**src/rtl/mod_updown_counter_pkg.sv**
```systemverilog
// Shared definitions for the up/down counter: saturation mode encodings and
// a ceiling-log2 helper used to size the prescaler register.
package mod_updown_counter_pkg;

  localparam int MODE_WRAP = 0;
  localparam int MODE_SAT  = 1;

  // Smallest n with 2**n >= value; returns 0 for value <= 1.
  function automatic int clog2(input longint value);
    int result;
    result = 0;
    for (int i = 0; i < 63; i++) begin
      if ((64'sd1 <<< i) < value) begin
        result = i + 1;
      end else begin
        result = result;
      end
    end
    return result;
  endfunction

endpackage

```
**src/rtl/mod_updown_counter_tick_prescaler.sv**
```systemverilog
// Prescaler: counts enabled cycles 0..PRESCALE-1 and flags the enabled cycle
// on which it sits at PRESCALE-1 as a tick.
module tick_prescaler
  import mod_updown_counter_pkg::*;
#(
  parameter int PRESCALE = 1
) (
  input  logic clk,
  input  logic rst,
  input  logic en,
  input  logic clr,
  output logic tick
);

  localparam int PW = (clog2(PRESCALE) < 1) ? 1 : clog2(PRESCALE);
  localparam logic [PW-1:0] LAST = PW'(PRESCALE - 1);

  logic [PW-1:0] cnt_r;
  logic          at_last_s;

  assign at_last_s = (cnt_r == LAST);
  // The tick is combinational so the step lands on the same edge that wraps the prescaler.
  assign tick      = en & at_last_s;

  // Prescale counter; clr discards any partial period.
  always_ff @(posedge clk) begin
    if (rst) begin
      cnt_r <= {PW{1'b0}};
    end else if (clr) begin
      cnt_r <= {PW{1'b0}};
    end else if (en) begin
      if (at_last_s) begin
        cnt_r <= {PW{1'b0}};
      end else begin
        cnt_r <= cnt_r + {{(PW-1){1'b0}}, 1'b1};
      end
    end else begin
      cnt_r <= cnt_r;
    end
  end

endmodule

```
**src/rtl/mod_updown_counter.sv**
```systemverilog
// Prescaled up/down modulo counter with load, clear, terminal-count pulse and
// a sticky overflow flag; wraps or saturates at the count limits.
module mod_updown_counter
  import mod_updown_counter_pkg::*;
#(
  parameter int     WIDTH    = 8,
  parameter longint MODULUS  = 256,
  parameter int     PRESCALE = 1,
  parameter int     SATURATE = MODE_WRAP
) (
  input  logic             clk,
  input  logic             rst,
  input  logic             en,
  input  logic             up_dn,
  input  logic             load,
  input  logic [WIDTH-1:0] load_val,
  input  logic             clear,
  output logic [WIDTH-1:0] q,
  output logic             tc,
  output logic             ovf
);

  localparam logic [WIDTH-1:0] MAX_Q  = WIDTH'(MODULUS - 64'sd1);
  localparam logic [WIDTH-1:0] ZERO_Q = {WIDTH{1'b0}};
  localparam logic [WIDTH-1:0] ONE_Q  = {{(WIDTH-1){1'b0}}, 1'b1};

  logic [WIDTH-1:0] q_r;
  logic             tc_r;
  logic             ovf_r;
  logic             tick_s;
  logic             at_bound_s;
  logic [WIDTH-1:0] step_q_s;
  logic [WIDTH-1:0] load_q_s;

  tick_prescaler #(
    .PRESCALE(PRESCALE)
  ) u_prescaler (
    .clk (clk),
    .rst (rst),
    .en  (en),
    .clr (clear | load),
    .tick(tick_s)
  );

  // Next count for a step in the current direction, honouring wrap/saturate.
  always_comb begin
    step_q_s   = q_r;
    at_bound_s = 1'b0;
    if (up_dn) begin
      at_bound_s = (q_r == MAX_Q);
      if (at_bound_s) begin
        step_q_s = (SATURATE == MODE_SAT) ? MAX_Q : ZERO_Q;
      end else begin
        step_q_s = q_r + ONE_Q;
      end
    end else begin
      at_bound_s = (q_r == ZERO_Q);
      if (at_bound_s) begin
        step_q_s = (SATURATE == MODE_SAT) ? ZERO_Q : MAX_Q;
      end else begin
        step_q_s = q_r - ONE_Q;
      end
    end
  end

  // Out-of-range load values are clamped to the top of the count range.
  always_comb begin
    if (load_val > MAX_Q) begin
      load_q_s = MAX_Q;
    end else begin
      load_q_s = load_val;
    end
  end

  // Count, terminal-count and overflow registers; priority rst > clear > load > step.
  always_ff @(posedge clk) begin
    if (rst) begin
      q_r   <= ZERO_Q;
      tc_r  <= 1'b0;
      ovf_r <= 1'b0;
    end else if (clear) begin
      q_r   <= ZERO_Q;
      tc_r  <= 1'b0;
      ovf_r <= 1'b0;
    end else if (load) begin
      q_r   <= load_q_s;
      tc_r  <= 1'b0;
      ovf_r <= ovf_r;
    end else if (tick_s) begin
      q_r   <= step_q_s;
      tc_r  <= at_bound_s;
      ovf_r <= ovf_r | at_bound_s;
    end else begin
      q_r   <= q_r;
      tc_r  <= 1'b0;
      ovf_r <= ovf_r;
    end
  end

  assign q   = q_r;
  assign tc  = tc_r;
  assign ovf = ovf_r;

endmodule

```
**config.mk**
```make
export PLATFORM = sky130hd
export DESIGN_NAME = mod_updown_counter
export DESIGN_NICKNAME = d
export VERILOG_FILES = /design/src/rtl/mod_updown_counter_pkg.sv /design/src/rtl/mod_updown_counter_tick_prescaler.sv /design/src/rtl/mod_updown_counter.sv
export SDC_FILE = /design/constraint.sdc
export NUM_CORES = 1
export LEC_CHECK = 0
export CORE_MARGIN = 2
export CORE_UTILIZATION = 42
export DETAILED_ROUTE_END_ITERATION = 10
export GPL_ROUTABILITY_DRIVEN = 0
export PLACE_DENSITY = 0.72
export SLEW_MARGIN = 20
export SYNTH_ARGS = -nofsm -noshare
export SYNTH_HDL_FRONTEND = slang
export SYNTH_SLANG_ARGS = --single-unit
```
**constraint.sdc**
```tcl
create_clock -name clk -period 1.6 [get_ports clk]
set_input_delay 0.48 -clock clk [delete_from_list [all_inputs] [get_ports clk]]
set_output_delay 0.48 -clock clk [all_outputs]
set_load 0.01 [all_outputs]
```
==> results.json, run 1 <==
{
  "syn_avg_cell_area_um2": 7.43,
  "grt_pass1_vias": 959,
  "hpwl_um": 2140,
  "synth_area_um2": 877,
  "vias": 1076,
  "cts_hold_buf": 0,
  "grt_pass1_wl_um": 4390,
  "max_freq_mhz": 597,
  "clkLatencyLatePin_ps": 270,
  "layout.nets": 180,
  "status": "finished with violations",
  "critPathCaptureType": "flop",
  "violations": "setup timing",
  "maxSlewHeadroom_pct": 73.6,
  "total_power_mw": 0.746,
  "worst_slew_pin_slew_ps": 393,
  "initial_core_util_pct": 44.7,
  "drc": 0,
  "firstDrtPassIters": 4,
  "powerDensity_nw_per_um2": 545,
  "root_buffer": "clkbuf_4",
  "antenna_found_initial": 0,
  "synth_top_area_cell": "dfxtp_1",
  "ys_types": 38,
  "setup_violations": 2,
  "layout-drive-gt1-share_pct": 31.7,
  "dp_cells": 184,
  "period_needed_ps": 1680,
  "cts_max_level": 1,
  "crit_path_end": "q[4]",
  "drt-total-wl_um": 2730,
  "hold_viol_final": 0,
  "r2r_setup_slack_ps": -80,
  "ys_seq_area_share_pct": 22.8,
  "viasPerCell": 5.72,
  "clkSlewWorstSetupHoldPaths_ps": 70,
  "period_share_pct": 105,
  "dieArea_um2": 2470,
  "leakagePower_nw": 0.617,
  "stdcell_count": 188,
  "cp.required_ps": 1810,
  "grt_usage_pct": 23.3,
  "yosys_warnings": 0,
  "antenna_cells": 0,
  "ant_nets": 0,
  "syn_inst": 118,
  "core_um2": 1960,
  "port_buffers": 23,
  "synth_nets": 135,
  "worstPathArrival_ps": 1890,
  "rows": 16,
  "ys_seq_elements": 10,
  "worstReg2RegStart": "q[0]",
  "cts_sinks": 10,
  "synth_common_cells": "10 x a21oi_1, 10 x dfxtp_1, 10 x o21ai_0, 9 x nand2_1, 7 x nand3_1",
  "ir_worst_vdd_uv": 466,
  "maxCapViolCount": 0,
  "cts_buffers": 3,
  "die_x_um": 49.7,
  "synthTopCellsByArea": "dfxtp_1 23%, a21oi_1 5.7%, o21ai_0 5.7%",
  "synthArstFlopShare_pct": 0,
  "synth-edff-count": 0,
  "hold_class": "flop to flop",
  "maxSlewViolCount": 0,
  "drt-initial-drc-count": 36,
  "fin_ws_ps": -75.6,
  "grt_overflow": 0,
  "critPathLaunchType": "flop",
  "clock_skew_ps": 2.47,
  "die_h_um": 49.7,
  "r2r-end": "q[4]",
  "ios": 24,
  "critPathMaxFanout": 2,
  "grt_start_max_net_pins": 11,
  "clockBufferDepth": 2,
  "area_growth_pct": 55.9,
  "post_drt_wl_per_cell_um": 14.5,
  "synthFlopType": "dfxtp_1",
  "crit_path_start": "q[0]",
  "yosysTopAreaCellShare_pct": 22.8,
  "rsz0062_at_grt": "yes",
  "r2r_cells": 6,
  "critPathKind": "flop to flop",
  "cts_tree": "done"
}
## timing repair
item	CTS	global route
setup buffers	0	1
setup endpoints to repair	14	6
gates resized for setup	25	2
pin swaps	5	1
## flip-flops by register name, indices dropped and copies added (netlist names)
name / flops
ovf: 1
tc: 1
q: 8
## cell usage in the layout (no fill, tap or decap), types with 2 or more instances in the layout
master,n
clkdlybuf4s50_1,13
o211a_1,2
dlygate4sd2_1,9
nor2_1,6
mux2i_1,2
and2_1,3
a31oi_1,4
or2_2,2
xor2_1,2
nand3_1,6
nor3_1,4
dfxtp_1,3
a21o_1,2
inv_2,3
o21a_1,2
clkbuf_4,3
nand2b_1,3
o21ai_1,2
o31ai_2,2
buf_4,24
nand2_1,9
o21ai_0,9
dfxtp_2,6
a21oi_1,9
o2111ai_1,2
and3_1,2
or3_1,3
nand4_1,2
inv_1,4
## worst min-delay path by stage
stage / from / end / slack [ps] / cells after the start
2_1_floorplan: ovf / ovf / 510 / 1
3_3_place_gp: ovf / ovf / 450 / 1
3_5_place_dp: ovf / ovf / 460 / 1
4_1_cts: ovf / ovf / 470 / 1
5_1_grt: ovf / ovf / 500 / 1
6_report: ovf / ovf / 470 / 1
## power by group
part	internal [mW]	switching (mW)
clock network	0.0871	0.0940
logic	0.154	0.136
registers	0.260	0.0148
total	0.501	0.245
## cell families (layout without fill, tap and decap cells)
family | after synthesis | in the layout | synth area share (%)
adders and majority gates | 3 | 3 | 4.28
and+or+nand+nor | 45 | 45 | 28.4
AOI/OAI and AO/OA | 39 | 39 | 29.1
muxes | 3 | 3 | 4.85
DFF | 10 | 10 | 22.8
xor gates and xnor gates | 3 | 3 | 3.00
buffers and inverters | 15 | 58 | 7.56
## cell type report
| cell class | count | area, µm² |
|---|---|---|
| Multi-Input combinational cell | 93 | 661 |
| Fill cell | 169 | 594 |
| Timing Repair Buffer | 48 | 413 |
| Sequential cell | 10 | 211 |
| Tap cell | 27 | 33.8 |
| Inverter | 7 | 26.3 |
| Clock buffer | 3 | 22.5 |
## through the flow
step	cell area (µm²)	TNS (ps)	worst slack [ps]	hold WS [ps]	util, %
6_report	1370	-123	-75.6	466	69.7
5_1_grt	1370	-508	-130	503	69.7
4_1_cts	1350	-199	-90.1	470	68.9
3_5_place_dp	1280	-1630	-242	458	65.4
3_3_place_gp	1280	-1260	-208	449	65.4
2_1_floorplan	882	-111	-76.2	509	-
## per-layer routing
layer	up-vias	global-route usage [%]	part of all wire (%)	wire, µm
met2	55	39.3	50	1360
met3	11	5.76	7.3	199
met4	0	7.41	1.9	52
met5	-	0	0	0
met1	490	28.8	41	1110
li1	520	-	-	-
## worst max-delay path, stage by stage (launching register included)
cell and delay [ps]:
dfxtp_2 320, inv_2 70, ha_4 130, or4b_4 470
o211a_1 240, o31ai_2 200, o221a_1 190
Note: power is estimated with default switching activity, not from simulation.
==> inputs of run 2 (changes only) <==
--- a/config.mk
+++ b/config.mk
@@ -5,7 +5,6 @@
 export SDC_FILE = /design/constraint.sdc
 export NUM_CORES = 1
 export LEC_CHECK = 0
-export CORE_MARGIN = 2
 export CORE_UTILIZATION = 42
 export DETAILED_ROUTE_END_ITERATION = 10
 export GPL_ROUTABILITY_DRIVEN = 0
==> run 2 against run 1 <==
The run still ends with setup timing left; register-to-register slack about the same; total power increased by 2.8%; sequential power is essentially flat; critical path type unchanged; critical endpoint unchanged.
==> results.json, run 2 (synthesis gave the netlist of run 1 again) <==
{
  "core_um2": 1960,
  "final_cell_mix": "27 x buf_4, 13 x clkdlybuf4s50_1, 9 x nand2_1, 9 x dlygate4sd2_1",
  "leakagePower_nw": 0.625,
  "worstReg2RegStart": "q[0]",
  "grt_pass1_vias": 981,
  "cts_tree": "done",
  "drt-total-wl_um": 3040,
  "hp-start": "ovf",
  "critPathLaunchType": "flop",
  "maxSlewViolCount": 0,
  "worst_slew_pin_slew_ps": 470,
  "powerDensity_nw_per_um2": 546,
  "root_buffer": "clkbuf_4",
  "port_buffers": 23,
  "grt_pass1_wl_um": 4530,
  "final_area_um2": 1400,
  "crit_slowest_cell": "or4b_4",
  "hold_viol_final": 0,
  "setup_violations": 5,
  "dieArea_um2": 2280,
  "utilization_pct": 71.5,
  "worstPathCellList": "inv_2 > ha_4 > or4b_4 > o211a_1 > o31ai_2 > o221a_1",
  "rsz0062_at_grt": "yes",
  "rows": 16,
  "status": "finished with violations",
  "hpwl_um": 2310,
  "ant_nets": 0,
  "ios": 24,
  "vias": 1120,
  "ir_worst_vdd_uv": 474,
  "fin_ws_ps": -86.8,
  "antenna_found_initial": 0,
  "clkLatencyLatePin_ps": 270,
  "firstDrtPassIters": 4,
  "initial_core_util_pct": 44.7,
  "viasPerCell": 5.86,
  "critPathMaxFanout": 2,
  "cts_hold_buf": 0,
  "critPathKind": "flop to flop",
  "period_needed_ps": 1690,
  "die_x_um": 47.7,
  "layout_commonest_cell": "buf_4",
  "cts_buffers": 3,
  "die_h_um": 47.7,
  "maxCapViolCount": 0,
  "clockBufferDepth": 2,
  "cts_max_level": 1,
  "cts_sinks": 10,
  "clkSlewWorstSetupHoldPaths_ps": 70,
  "placed_area_um2": 1310,
  "worstPathArrival_ps": 1900,
  "clock_skew_ps": 2.86,
  "period_share_pct": 105,
  "grt_usage_pct": 29.8,
  "slowest_delay_ps": 470,
  "post_drt_wl_per_cell_um": 15.9,
  "area_growth_pct": 59.9,
  "hold_class": "flop to flop",
  "maxSlewHeadroom_pct": 68.4,
  "critPathCaptureType": "flop",
  "drc": 0,
  "grt_start_max_net_pins": 12,
  "total_power_mw": 0.766,
  "cp.required_ps": 1810,
  "layout-drive-gt1-share_pct": 36.0,
  "layout.nets": 183,
  "violations": "setup timing",
  "max_freq_mhz": 593,
  "largest_reg_flops": 8,
  "grt_overflow": 0,
  "drt-initial-drc-count": 20,
  "antenna_cells": 0,
  "crit_path_start": "q[0]"
}
[run 2: cell type report]
cell class                 instances  area (µm²)
timing repair buffer              51         435
sequential                        10         208
multi-input combinational         93         677
inverter                           7        26.3
fill                             161         559
tap                               27        33.8
clock buffer                       3        22.5
[run 2: power breakdown]
| part | leakage, nW | switching (mW) | internal [mW] |
|---|---|---|---|
| Sequential | 0.0841 | 0.0145 | 0.261 |
| Clock | 0.0138 | 0.0932 | 0.0872 |
| Combinational | 0.528 | 0.149 | 0.161 |
| Total | 0.625 | 0.257 | 0.509 |
[run 2: timing repair]
action | CTS | global route
pin swaps | 4 | 3
gates resized for setup | 20 | 12
buffers inserted | 1 | 0
endpoints found under the setup margin | 14 | 8
[run 2: path summary, 6_finish.rpt]
| check | endpoint | slack (ps) | depth (start not counted) |
|---|---|---|---|
| max | q[4] | -90 | 6 |
| min | ovf | 470 | 1 |
| max reg2reg | q[4] | -90 | 6 |
| min reg2reg | ovf | 470 | 1 |
[run 2: metal layers]
layer  vias to the layer above  wire length, µm  track usage (%)  share of wire, %
met5                         -                0                0                 0
met3                        12              202             7.55               6.6
met4                         0               85             15.0               2.8
met1                       535             1230             36.1                41
li1                        524                -                -                 -
met2                        49             1520             48.6                50
[run 2: stage by stage]
stage                     worst slack (ps)  hold slack, ps  setup TNS (ps)  std cells
final                                -86.8             470            -158        191
after global routing                  -155             480            -502        191
after CTS                            -97.3             469            -171        191
after detailed placement              -223             458           -1530        187
after global placement                -174             448           -1200        187
after floorplan                      -76.2             509            -111        118
[run 2: critical path, delay by kind of cell (launching register included)]
kind	cells	cell delay, ps
adder cells (fa/ha/maj)	1	130
AO/OA/AOI/OAI	3	630
AND/OR/NAND/NOR	1	470
flip-flops	1	320
buffers and inverters	1	70
